`src/rtl/addsub_pipe.sv`:
```
// Single-stage add/subtract/accumulate unit with valid/ready handshake on both sides.
// Optional signed saturation; flags are registered together with the result.
module addsub_pipe #(
    parameter int WIDTH = 8
) (
    input  logic             clk,
    input  logic             rst,
    input  logic             in_valid,
    output logic             in_ready,
    input  logic [WIDTH-1:0] a,
    input  logic [WIDTH-1:0] b,
    input  logic [1:0]       op,
    input  logic             sat,
    output logic             out_valid,
    input  logic             out_ready,
    output logic [WIDTH-1:0] result,
    output logic             carry,
    output logic             overflow,
    output logic             zero,
    output logic             negative
);

    localparam logic [1:0] OP_ADD  = 2'b00;
    localparam logic [1:0] OP_SUB  = 2'b01;
    localparam logic [1:0] OP_ACC  = 2'b10;
    localparam logic [1:0] OP_LOAD = 2'b11;

    localparam logic [WIDTH-1:0] SAT_MAX = {1'b0, {(WIDTH-1){1'b1}}};
    localparam logic [WIDTH-1:0] SAT_MIN = {1'b1, {(WIDTH-1){1'b0}}};

    logic [WIDTH-1:0] r_acc;
    logic [WIDTH-1:0] r_result;
    logic             r_out_valid;
    logic             r_carry;
    logic             r_overflow;
    logic             r_zero;
    logic             r_negative;

    logic             w_accept;
    logic [WIDTH-1:0] w_opa;
    logic [WIDTH-1:0] w_opb;
    logic             w_cin;
    logic [WIDTH:0]   w_sum;
    logic             w_ovf_raw;
    logic [WIDTH-1:0] w_res;
    logic             w_carry;
    logic             w_ovf;

    assign in_ready = !r_out_valid || out_ready;
    assign w_accept = in_valid && in_ready;

    // Subtract is a + ~b + 1, so both overflow and saturation look at the effective B.
    always_comb begin
        w_opa = a;
        w_opb = b;
        w_cin = 1'b0;
        case (op)
            OP_SUB: begin
                w_opb = ~b;
                w_cin = 1'b1;
            end
            OP_ACC: begin
                w_opa = r_acc;
                w_opb = a;
            end
            default: begin
                w_opa = a;
                w_opb = b;
            end
        endcase
    end

    assign w_sum     = {1'b0, w_opa} + {1'b0, w_opb} + {{WIDTH{1'b0}}, w_cin};
    assign w_ovf_raw = (w_opa[WIDTH-1] == w_opb[WIDTH-1]) && (w_sum[WIDTH-1] != w_opa[WIDTH-1]);

    always_comb begin
        w_res   = w_sum[WIDTH-1:0];
        w_carry = w_sum[WIDTH];
        w_ovf   = w_ovf_raw;
        if (op == OP_LOAD) begin
            w_res   = a;
            w_carry = 1'b0;
            w_ovf   = 1'b0;
        end else if (sat && w_ovf_raw) begin
            w_res = w_opa[WIDTH-1] ? SAT_MIN : SAT_MAX;
        end
    end

    always_ff @(posedge clk) begin
        if (rst) begin
            r_out_valid <= 1'b0;
            r_result    <= '0;
            r_carry     <= 1'b0;
            r_overflow  <= 1'b0;
            r_zero      <= 1'b1;
            r_negative  <= 1'b0;
            r_acc       <= '0;
        end else if (w_accept) begin
            r_out_valid <= 1'b1;
            r_result    <= w_res;
            r_carry     <= w_carry;
            r_overflow  <= w_ovf;
            r_zero      <= (w_res == '0);
            r_negative  <= w_res[WIDTH-1];
            // Accumulate and load both leave the final result in acc.
            if (op == OP_ACC || op == OP_LOAD) begin
                r_acc <= w_res;
            end
        end else if (r_out_valid && out_ready) begin
            r_out_valid <= 1'b0;
        end
    end

    assign out_valid = r_out_valid;
    assign result    = r_result;
    assign carry     = r_carry;
    assign overflow  = r_overflow;
    assign zero      = r_zero;
    assign negative  = r_negative;

endmodule

```
`config.mk`:
```
export PLATFORM = sky130hd
export DESIGN_NAME = addsub_pipe
export DESIGN_NICKNAME = d
export VERILOG_FILES = /design/src/rtl/addsub_pipe.sv
export SDC_FILE = /design/constraint.sdc
export NUM_CORES = 1
export LEC_CHECK = 0
export ABC_AREA = 1
export ABC_CLOCK_PERIOD_IN_PS = 3700
export BUFFER_PORTS_ARGS = -buffer_cell sky130_fd_sc_hd__buf_4
export CAP_MARGIN = 20
export CORE_AREA = 2 2 70 52
export DETAILED_ROUTE_END_ITERATION = 6
export DIE_AREA = 0 0 72 54
export GPL_TIMING_DRIVEN = 0
export PLACE_DENSITY = 0.75
export SLEW_MARGIN = 20
export SYNTH_ARGS = -nofsm -noshare
export SYNTH_HDL_FRONTEND = slang
export SYNTH_SLANG_ARGS = --single-unit
```
`constraint.sdc`:
```
create_clock -name clk -period 3.7 [get_ports clk]
set_input_delay 0.37 -clock clk [delete_from_list [all_inputs] [get_ports clk]]
set_output_delay 0.37 -clock clk [all_outputs]
set_load 0.02 [all_outputs]
```
==> results of run 1 <==
## per-layer routing
layer	share of wire, %	up-vias	GRT usage, %	wire length, microns
li1	-	850	-	-
met1	50	703	27.3	1900
met2	44	36	37.7	1670
met3	5.1	0	5.06	194
met4	0	0	0.943	0
met5	0	-	0	0
## flip-flops by register name, indices dropped and copies added (netlist names)
signal,cells
out_valid,1
r_acc,8
result,8
overflow,1
carry,1
zero,1
## power by group through the flow
stage	Sequential, W	Clock (W)	Combinational (W)
after floorplan	0.000268	0	0.000241
final	0.000247	0.000161	0.000353
after global routing	0.000250	0.000176	0.000399
after CTS	0.000247	0.000163	0.000355
after global placement	0.000251	0	0.000346
after detailed placement	0.000252	0	0.000354
## synthesized netlist by cell type
cell	n	share of area (%)
nand2_2	9	3.5
nand4_1	2	0.79
buf_4	2	0.94
nand4_2	1	0.79
inv_4	1	0.39
nand3_1	3	0.94
o221ai_1	7	3.8
xor2_1	2	1.1
o211ai_1	4	1.9
nand4_4	1	1.3
buf_2	1	0.31
nor2_2	1	0.39
nor2_1	8	1.9
nand3_2	2	1.3
a21oi_1	23	7.2
a21oi_4	1	1.0
or2_1	1	0.39
inv_1	39	9.2
ha_1	10	7.9
nand2_1	52	12
o21ai_0	30	9.4
xnor2_1	3	1.6
clkbuf_1	4	0.94
fa_1	2	2.5
buf_6	1	0.71
o311ai_1	1	0.55
dfxtp_1	20	25
o21ai_2	1	0.55
a21boi_4	1	1.2
## worst max-delay path, delay by kind of cell
kind            cells  cell delay, ns
compound gates      4            0.60
xor+xnor            1            0.17
fa+ha+maj           3            0.86
buf+inv             7            0.90
simple gates        5            0.37
## kinds of logic after synthesis
| kind of cell | synth area share (%) |
|---|---|
| XOR/XNOR | 2.75 |
| AND/OR/NAND/NOR | 23.6 |
| AO/OA/AOI/OAI | 25.7 |
| buffers and inverters | 12.5 |
| flip-flops | 25.1 |
| adder cells (fa/ha/maj) | 10.4 |
## cell type report
cell class	count	area (sq um)	share of cell area (%)
buffer	8	46.3	2.35
clock buffer	4	55.1	2.80
inverter	40	153	7.76
multi-input combinational	165	993	50.5
sequential	20	400	20.3
tap	40	50.0	2.54
timing repair buffer	36	270	13.7
## through the flow
stage / cell area, sq um / total power (W) / hold WS, ns / util (%) / setup slack (ns)
2_1_floorplan: 1590 / 0.000509 / 0.439 / - / 0.897
5_1_grt: 1970 / 0.000825 / 0.304 / 59.4 / 0.193
4_1_cts: 1970 / 0.000766 / 0.302 / 59.4 / 0.563
6_report: 1970 / 0.000761 / 0.303 / 59.4 / 0.563
3_3_place_gp: 1910 / 0.000598 / 0.449 / 57.8 / 0.339
3_5_place_dp: 1910 / 0.000605 / 0.453 / 57.8 / 0.308
## worst max path at each step
stage          endpoint  slack, ns  depth (start not counted)
2_1_floorplan      zero       0.90                         19
4_1_cts            zero       0.56                         20
3_3_place_gp       zero       0.34                         20
3_5_place_dp       zero       0.31                         20
6_report           zero       0.56                         20
5_1_grt            zero       0.19                         20
==> metrics.md, run 1 <==
| Metric | Value |
|---|---|
| Critical path required time | `3.85 ns` |
| Setup TNS | `0 ns` |
| Starting density of the core | `48.1%` |
| H-tree depth | `1` |
| Area Overhead vs Synth | `23.6%` |
| Fin nets | `309` |
| Wire per inst | `12.0 microns` |
| Max Buffers Root-to-Sink | `2` |
| CTS Root Cell | `clkbuf_8` |
| Worst skew pair latency | `0.26 ns` |
| Crit path DAT | `3.29 ns` |
| Vias per std cell | `a little over 5` |
| Final Hold Viols | `0` |
| 1st-pass router iterations | `4` |
| Hold Crit Start | `rst` |
| Routed vias | `1589` |
| Finished Layout Cells | `313` |
| Final Max Slew Viols | `0` |
| Clock sinks | `20` |
| Pwr/cell area | `386 nW/um^2` |
| CP Max Fanout | `10` |
| # diodes | `0` |
| Sequential power share | `approximately a third` |
| Syn Inst Count | `between 200 and 250` |
| Crit end category | `register` |
| Sequential area share after synthesis | `between 20% and 30%` |
| Status | `completed` |
| GRT Total Usage | `21.0%` |
| CTS Buf Count | `3` |
| RD Place Congestion | `0.917` |
| Die Ht | `~54 microns` |
| Crit-path most repeated cell | `inv_1` |
| Commonest non-fill, non-tap cell in the layout | `nand2_1` |
| Antenna violations before repair | `0` |
| Crit-path cells | `buf_4 > inv_1 > ha_1 > inv_1 > clkbuf_1 > o221ai_1 > o21ai_0 > inv_1 > fa_1 > inv_1 > fa_1 > inv_1 > nand4_1 > o211ai_1 > xor2_1 > nand2_1 > a21oi_1 > nor2_1 > nand3_1 > nand2_1` |
| Hold-fix buffers, CTS | `0` |
| R2r startpoint | `r_acc[0]` |
| CP max stage delay | `0.38 ns` |
| Yosys reg bits | `20` |
| Worst setup path class | `in2reg` |
| Dpl hpwl | `3.08 mm` |
| I/O pin count | `37` |
| Max_cap viols | `0` |
| Synth unique cells | `29` |
| FMAX | `319 MHz` |
| Clock power share | `21.2%` |
| CTS tree | `done` |
| Net Sw Frac | `38.0%` |
| Reg-to-Reg End | `zero` |
| DRC Markers | `0` |
| VDD IR max | `0.274 mV` |
| Slew HR | `66.1%` |
| Fillers | `321` |
| Sw power | `0.000289 W` |
| Final min period | `3.14 ns` |
| Comb power frac | `46.4%` |
| Worst min-delay path category | `in2reg` |
| First-pass GRT wire length | `6.35 mm` |
| R2R cell count | `14` |
| Final Cycle Share | `84.8%` |
| Final ANT Viol Nets | `0` |
| Average cell area after synthesis | `6.84 sq um` |
| Placed cells | `309` |
| 1st-iter DRT viols | `63` |
| Vias in the first global route | `1478` |
| Core footprint | `3310 sq um` |
| Startpoint Class | `primary input` |
| Layout cell share with drive strength beyond 1 | `between 20% and 30%` |
| Final setup violation count | `0` |
| Post-CTS Resized | `0` |
| Worst hold stages | `2` |
| Worst Setup SP | `op[0]` |
| Number of port buffers | `36` |
| RSZ-0062 raised after global routing | `no` |
| Lkg Pwr | `1.01 nW` |
| Yosys warnings | `0` |
| Critical-path top delay cell | `fa_1` |
| Largest net degree at the start of global routing | `12` |
| Worst-path clk slew | `0.07 ns` |
| Setup Buffers After CTS | `0` |
| WHS Endpoint | `out_valid` |
| Worst Max-Slew Pin Slew | `0.500 ns` |
| Mapped Nets | `about 270` |
| Most frequent cells in the layout | `nand2_1 (52), inv_1 (39), buf_4 (38)` |
| Die ar. | `roughly 3900 sq um` |
| R2R setup slack | `1.40 ns` |
| DIE WIDTH | `72 microns` |
| Internal power | `0.000471 W` |
| Overflow after GRT | `0` |
| Post-Synthesis Cell Area | `1590 sq um` |
| Cell row count | `18` |
| Final wirelength | `3.77 mm` |
| Worst Skew | `0.00702 ns` |
Power figures use the tool's default switching activity.
==> run 2, diff against run 1 <==
--- a/config.mk
+++ b/config.mk
@@ -5,8 +5,8 @@
 export SDC_FILE = /design/constraint.sdc
 export NUM_CORES = 1
 export LEC_CHECK = 0
-export ABC_AREA = 1
-export ABC_CLOCK_PERIOD_IN_PS = 3700
+export ABC_AREA = 0
+export ABC_CLOCK_PERIOD_IN_PS = 3250
 export BUFFER_PORTS_ARGS = -buffer_cell sky130_fd_sc_hd__buf_4
 export CAP_MARGIN = 20
 export CORE_AREA = 2 2 70 52
==> constraint.sdc (replaced) <==
create_clock -name clk -period 3.25 [get_ports clk]
set_input_delay 0.325 -clock clk [delete_from_list [all_inputs] [get_ports clk]]
set_output_delay 0.325 -clock clk [all_outputs]
set_load 0.02 [all_outputs]
==> metrics.md, run 2 <==
| Metric | Value |
|---|---|
| Status | `completed` |
| Area Overhead vs Synth | `30.1%` |
| Antenna violations before repair | `0 (unchanged)` |
| Synth Area in Adders | `10.4% (+0.041 points)` |
| Sequential area share after synthesis | `25.2% (+0.099 points)` |
| Final min period | `roughly 3.2 ns` |
| First-pass GRT wire length | `6.91 mm (+8.8%)` |
| # diodes | `0 (unchanged)` |
| Slew HR | `57.8% (-8.3 points)` |
| Mux cell area share after synthesis | `5.68% (+5.7 points)` |
| Wire per inst | `15.1 microns (+25%)` |
| Overflow after GRT | `0 (unchanged)` |
| I/O pin count | `37 (unchanged)` |
| Max Buffers Root-to-Sink | `2 (unchanged)` |
| Post-synth EDFFs | `0 (unchanged)` |
| Synth unique cells | `45 (+55%)` |
| CTS tree | `done` |
| CTS Root Cell | `clkbuf_8` |
| Synth Area in XOR/XNOR | `2.21% (-0.54 points)` |
| Simple-gate area share of the yosys netlist | `19.6% (-3.9 points)` |
| Fin util | `62.4% (+2.9 points)` |
| Worst hold stages | `3 (+1)` |
| Largest family of logic cells by synthesized area | `compound AO/OA/AOI/OAI gates` |
| Die ar. | `3890 sq um (unchanged)` |
| Core footprint | `3310 sq um (unchanged)` |
| Sequential power share | `31.0% (-1.5 points)` |
| 1st-pass router iterations | `4 (unchanged)` |
| Routed vias | `1659 (+4.4%)` |
| Fin nets | `285 (-7.8%)` |
| Share of the synthesized area in the top cell type | `25.2% (+0.099 points)` |
| Hold Crit Start | `in_valid` |
| Vias in the first global route | `1478 (unchanged)` |
| 1st-iter DRT viols | `76 (+21%)` |
| Leading area contributor after synthesis | `dfxtp_1` |
| Net Sw Frac | `38.4% (+0.34 points)` |
| Worst skew pair latency | `0.25 ns (about the same)` |
| R2R cell count | `10 (-4)` |
| Mapped Nets | `243 (-9.3%)` |
| Clock sinks | `20 (unchanged)` |
| Clock power share | `17.3% (-3.9 points)` |
| Number of port buffers | `35 (-2.8%)` |
| Internal power | `0.000564 W (+20%)` |
| Worst min-delay path category | `in2reg` |
| Syn Inst Count | `208 (-11%)` |
| Pwr/cell area | `443 nW/um^2 (+15%)` |
| Starting density of the core | `47.9% (-0.19 points)` |
| Final ANT Viol Nets | `0 (unchanged)` |
| R2R setup slack | `0.52 ns (-0.88 ns)` |
| Most frequent cells in the layout | `buf_4 (40), nor2_1 (22), a21oi_1 (20), dfxtp_1 (20)` |
| Sw power | `0.000351 W (+21%)` |
| Final Hold Viols | `0 (unchanged)` |
| Cell row count | `18 (unchanged)` |
| Largest net degree at the start of global routing | `11 (-1)` |
| Layout cell share with drive strength beyond 1 | `30.2% (+7.5 points)` |
| FMAX | `316 MHz` |
| RD Place Congestion | `0.871 (-5.1%)` |
| Commonest non-fill, non-tap cell in the layout | `buf_4` |
| Die Ht | `54 microns (unchanged)` |
| Worst Skew | `0.00239 ns (-0.00463 ns)` |
| Comb power frac | `51.7% (+5.3 points)` |
| H-tree depth | `1 (unchanged)` |
| DIE WIDTH | `72 microns (unchanged)` |
| Average cell area after synthesis | `7.63 sq um (+12%)` |
| Worst Max-Slew Pin Slew | `0.631 ns (+0.131 ns)` |
| Yosys reg bits | `20 (unchanged)` |
| Dpl hpwl | `3.26 mm (+5.8%)` |
| Max_cap viols | `0 (unchanged)` |
| Asr flop ratio synth | `0% (unchanged)` |
| CTS Buf Count | `3 (unchanged)` |
| R2r startpoint | `r_acc[7]` |
| Startpoint Class | `primary input` |
| Synth top area cells | `dfxtp_1 (25%), ha_1 (7.9%), a21oi_1 (6.9%), mux2_2 (5.7%), nor2_1 (5.2%)` |
| Lkg Pwr | `0.880 nW (-13%)` |
| Top_reg_cell synth | `dfxtp_1` |
| Vias per std cell | `5.76 (+13%)` |
| Final setup violation count | `0 (unchanged)` |
| Yosys warnings | `0 (unchanged)` |
| Post-Synthesis Cell Area | `1590 sq um (-0.39%)` |
| Synth top cells by count | `a21oi_1 (22), nor2_1 (22), dfxtp_1 (20)` |
| CP Max Fanout | `10 (unchanged)` |
| Worst hold slack | `0.320 ns (+0.0163 ns)` |
| Worst-path clk slew | `0.07 ns (about the same)` |
| Worst setup path class | `in2reg` |
| DRC Markers | `0 (unchanged)` |
| VDD IR max | `0.269 mV (-1.8%)` |
| Fillers | `309 (-3.7%)` |
| RSZ-0062 raised after global routing | `no` |
| Synth Area in Compound Gates | `28.9% (+3.3 points)` |
| Final Cycle Share | `97.3%` |
| Reg-to-Reg End | `zero` |
| Final Max Slew Viols | `0 (unchanged)` |
| Critical path required time | `3.44 ns (-0.41 ns)` |
| GRT Total Usage | `23.0% (+2.0 points)` |
| Final wirelength | `4.35 mm (+15%)` |
| WHS Endpoint | `out_valid` |
| Crit path DAT | `3.35 ns (+0.06 ns)` |
| Crit end category | `register` |
## run 2: changes by cell type after synthesis, sizes merged, moves of 5 or more
cell / delta
a221oi: +8
o21ai: -24
o221ai: -7
mux2: +8
nand2: -42
nand2b: +5
inv: -22
nor3: +6
nor2: +13
a211oi: +10
## run 2: stage by stage
stage | cells | setup TNS, ns | setup slack (ns) | cell area (sq um) | total power [W]
after detailed placement | 283 | -3.78 | -0.529 | 1900 | 0.000704
after global routing | 288 | 0 | 0.0118 | 2060 | 0.000971
final | 288 | 0 | 0.0880 | 2060 | 0.000915
after global placement | 283 | -2.46 | -0.432 | 1900 | 0.000696
after CTS | 288 | 0 | 0.0111 | 1980 | 0.000879
after floorplan | 208 | 0 | 0.00389 | 1590 | 0.000587
## run 2: repair_timing
item	4_1_cts	5_1_grt
hold endpoints to repair	0	0
hold buffers	0	0
buffers inserted	2	1
resized for setup	8	20
endpoints found under the setup margin	6	8
pin swaps	2	6
## run 2: cell families (layout without fill, tap and decap cells)
group	after synthesis	count (layout)
adder cells (fa/ha/maj)	12	12
AO/OA/AOI/OAI	67	67
multiplexers	8	8
XOR/XNOR	4	4
buffers and inverters	30	70
flip-flops	20	20
AND/OR/NAND/NOR	67	67
## run 2: layout make-up
| cell class | instances | area (sq um) | area share [%] |
|---|---|---|---|
| multi-input combinational | 158 | 1150 | 55.8 |
| clock buffer | 3 | 41.3 | 2.00 |
| sequential | 20 | 400 | 19.4 |
| buffer | 11 | 68.8 | 3.33 |
| tap | 40 | 50.0 | 2.42 |
| inverter | 18 | 67.6 | 3.27 |
| timing repair buffer | 38 | 285 | 13.8 |
## run 2: power groups by stage
stage / Clock (W) / Combinational, W / Sequential (W)
after floorplan: 0 / 0.000282 / 0.000305
after global placement: 0 / 0.000408 / 0.000288
after detailed placement: 0 / 0.000416 / 0.000288
after CTS: 0.000160 / 0.000436 / 0.000283
after global routing: 0.000169 / 0.000516 / 0.000286
final: 0.000159 / 0.000473 / 0.000283
## run 2: worst max-delay path by stage
stage / endpoint / from / cells after the start
after CTS: result[6] / op[0] / 14
after global placement: zero / op[0] / 15
final: zero / op[0] / 13
after floorplan: zero / op[0] / 14
after global routing: zero / op[0] / 13
after detailed placement: zero / op[0] / 15
## run 2: worst max-delay path, stage by stage
cell	delay [ns]
buf_4	0.12
inv_1	0.06
ha_2	0.32
buf_8	0.19
mux2_2	0.34
ha_1	0.35
nand3_1	0.13
o211ai_1	0.12
or3_1	0.31
a221o_1	0.30
o211a_2	0.14
or4b_4	0.49
o21ai_1	0.13
## run 2: per-layer routing
metal	GRT usage (%)	share of wire, %	up-vias
met5	0	0	-
met4	3.77	0.16	0
met3	4.87	5.3	2
met2	37.7	45	39
met1	32.0	50	779
li1	-	-	839
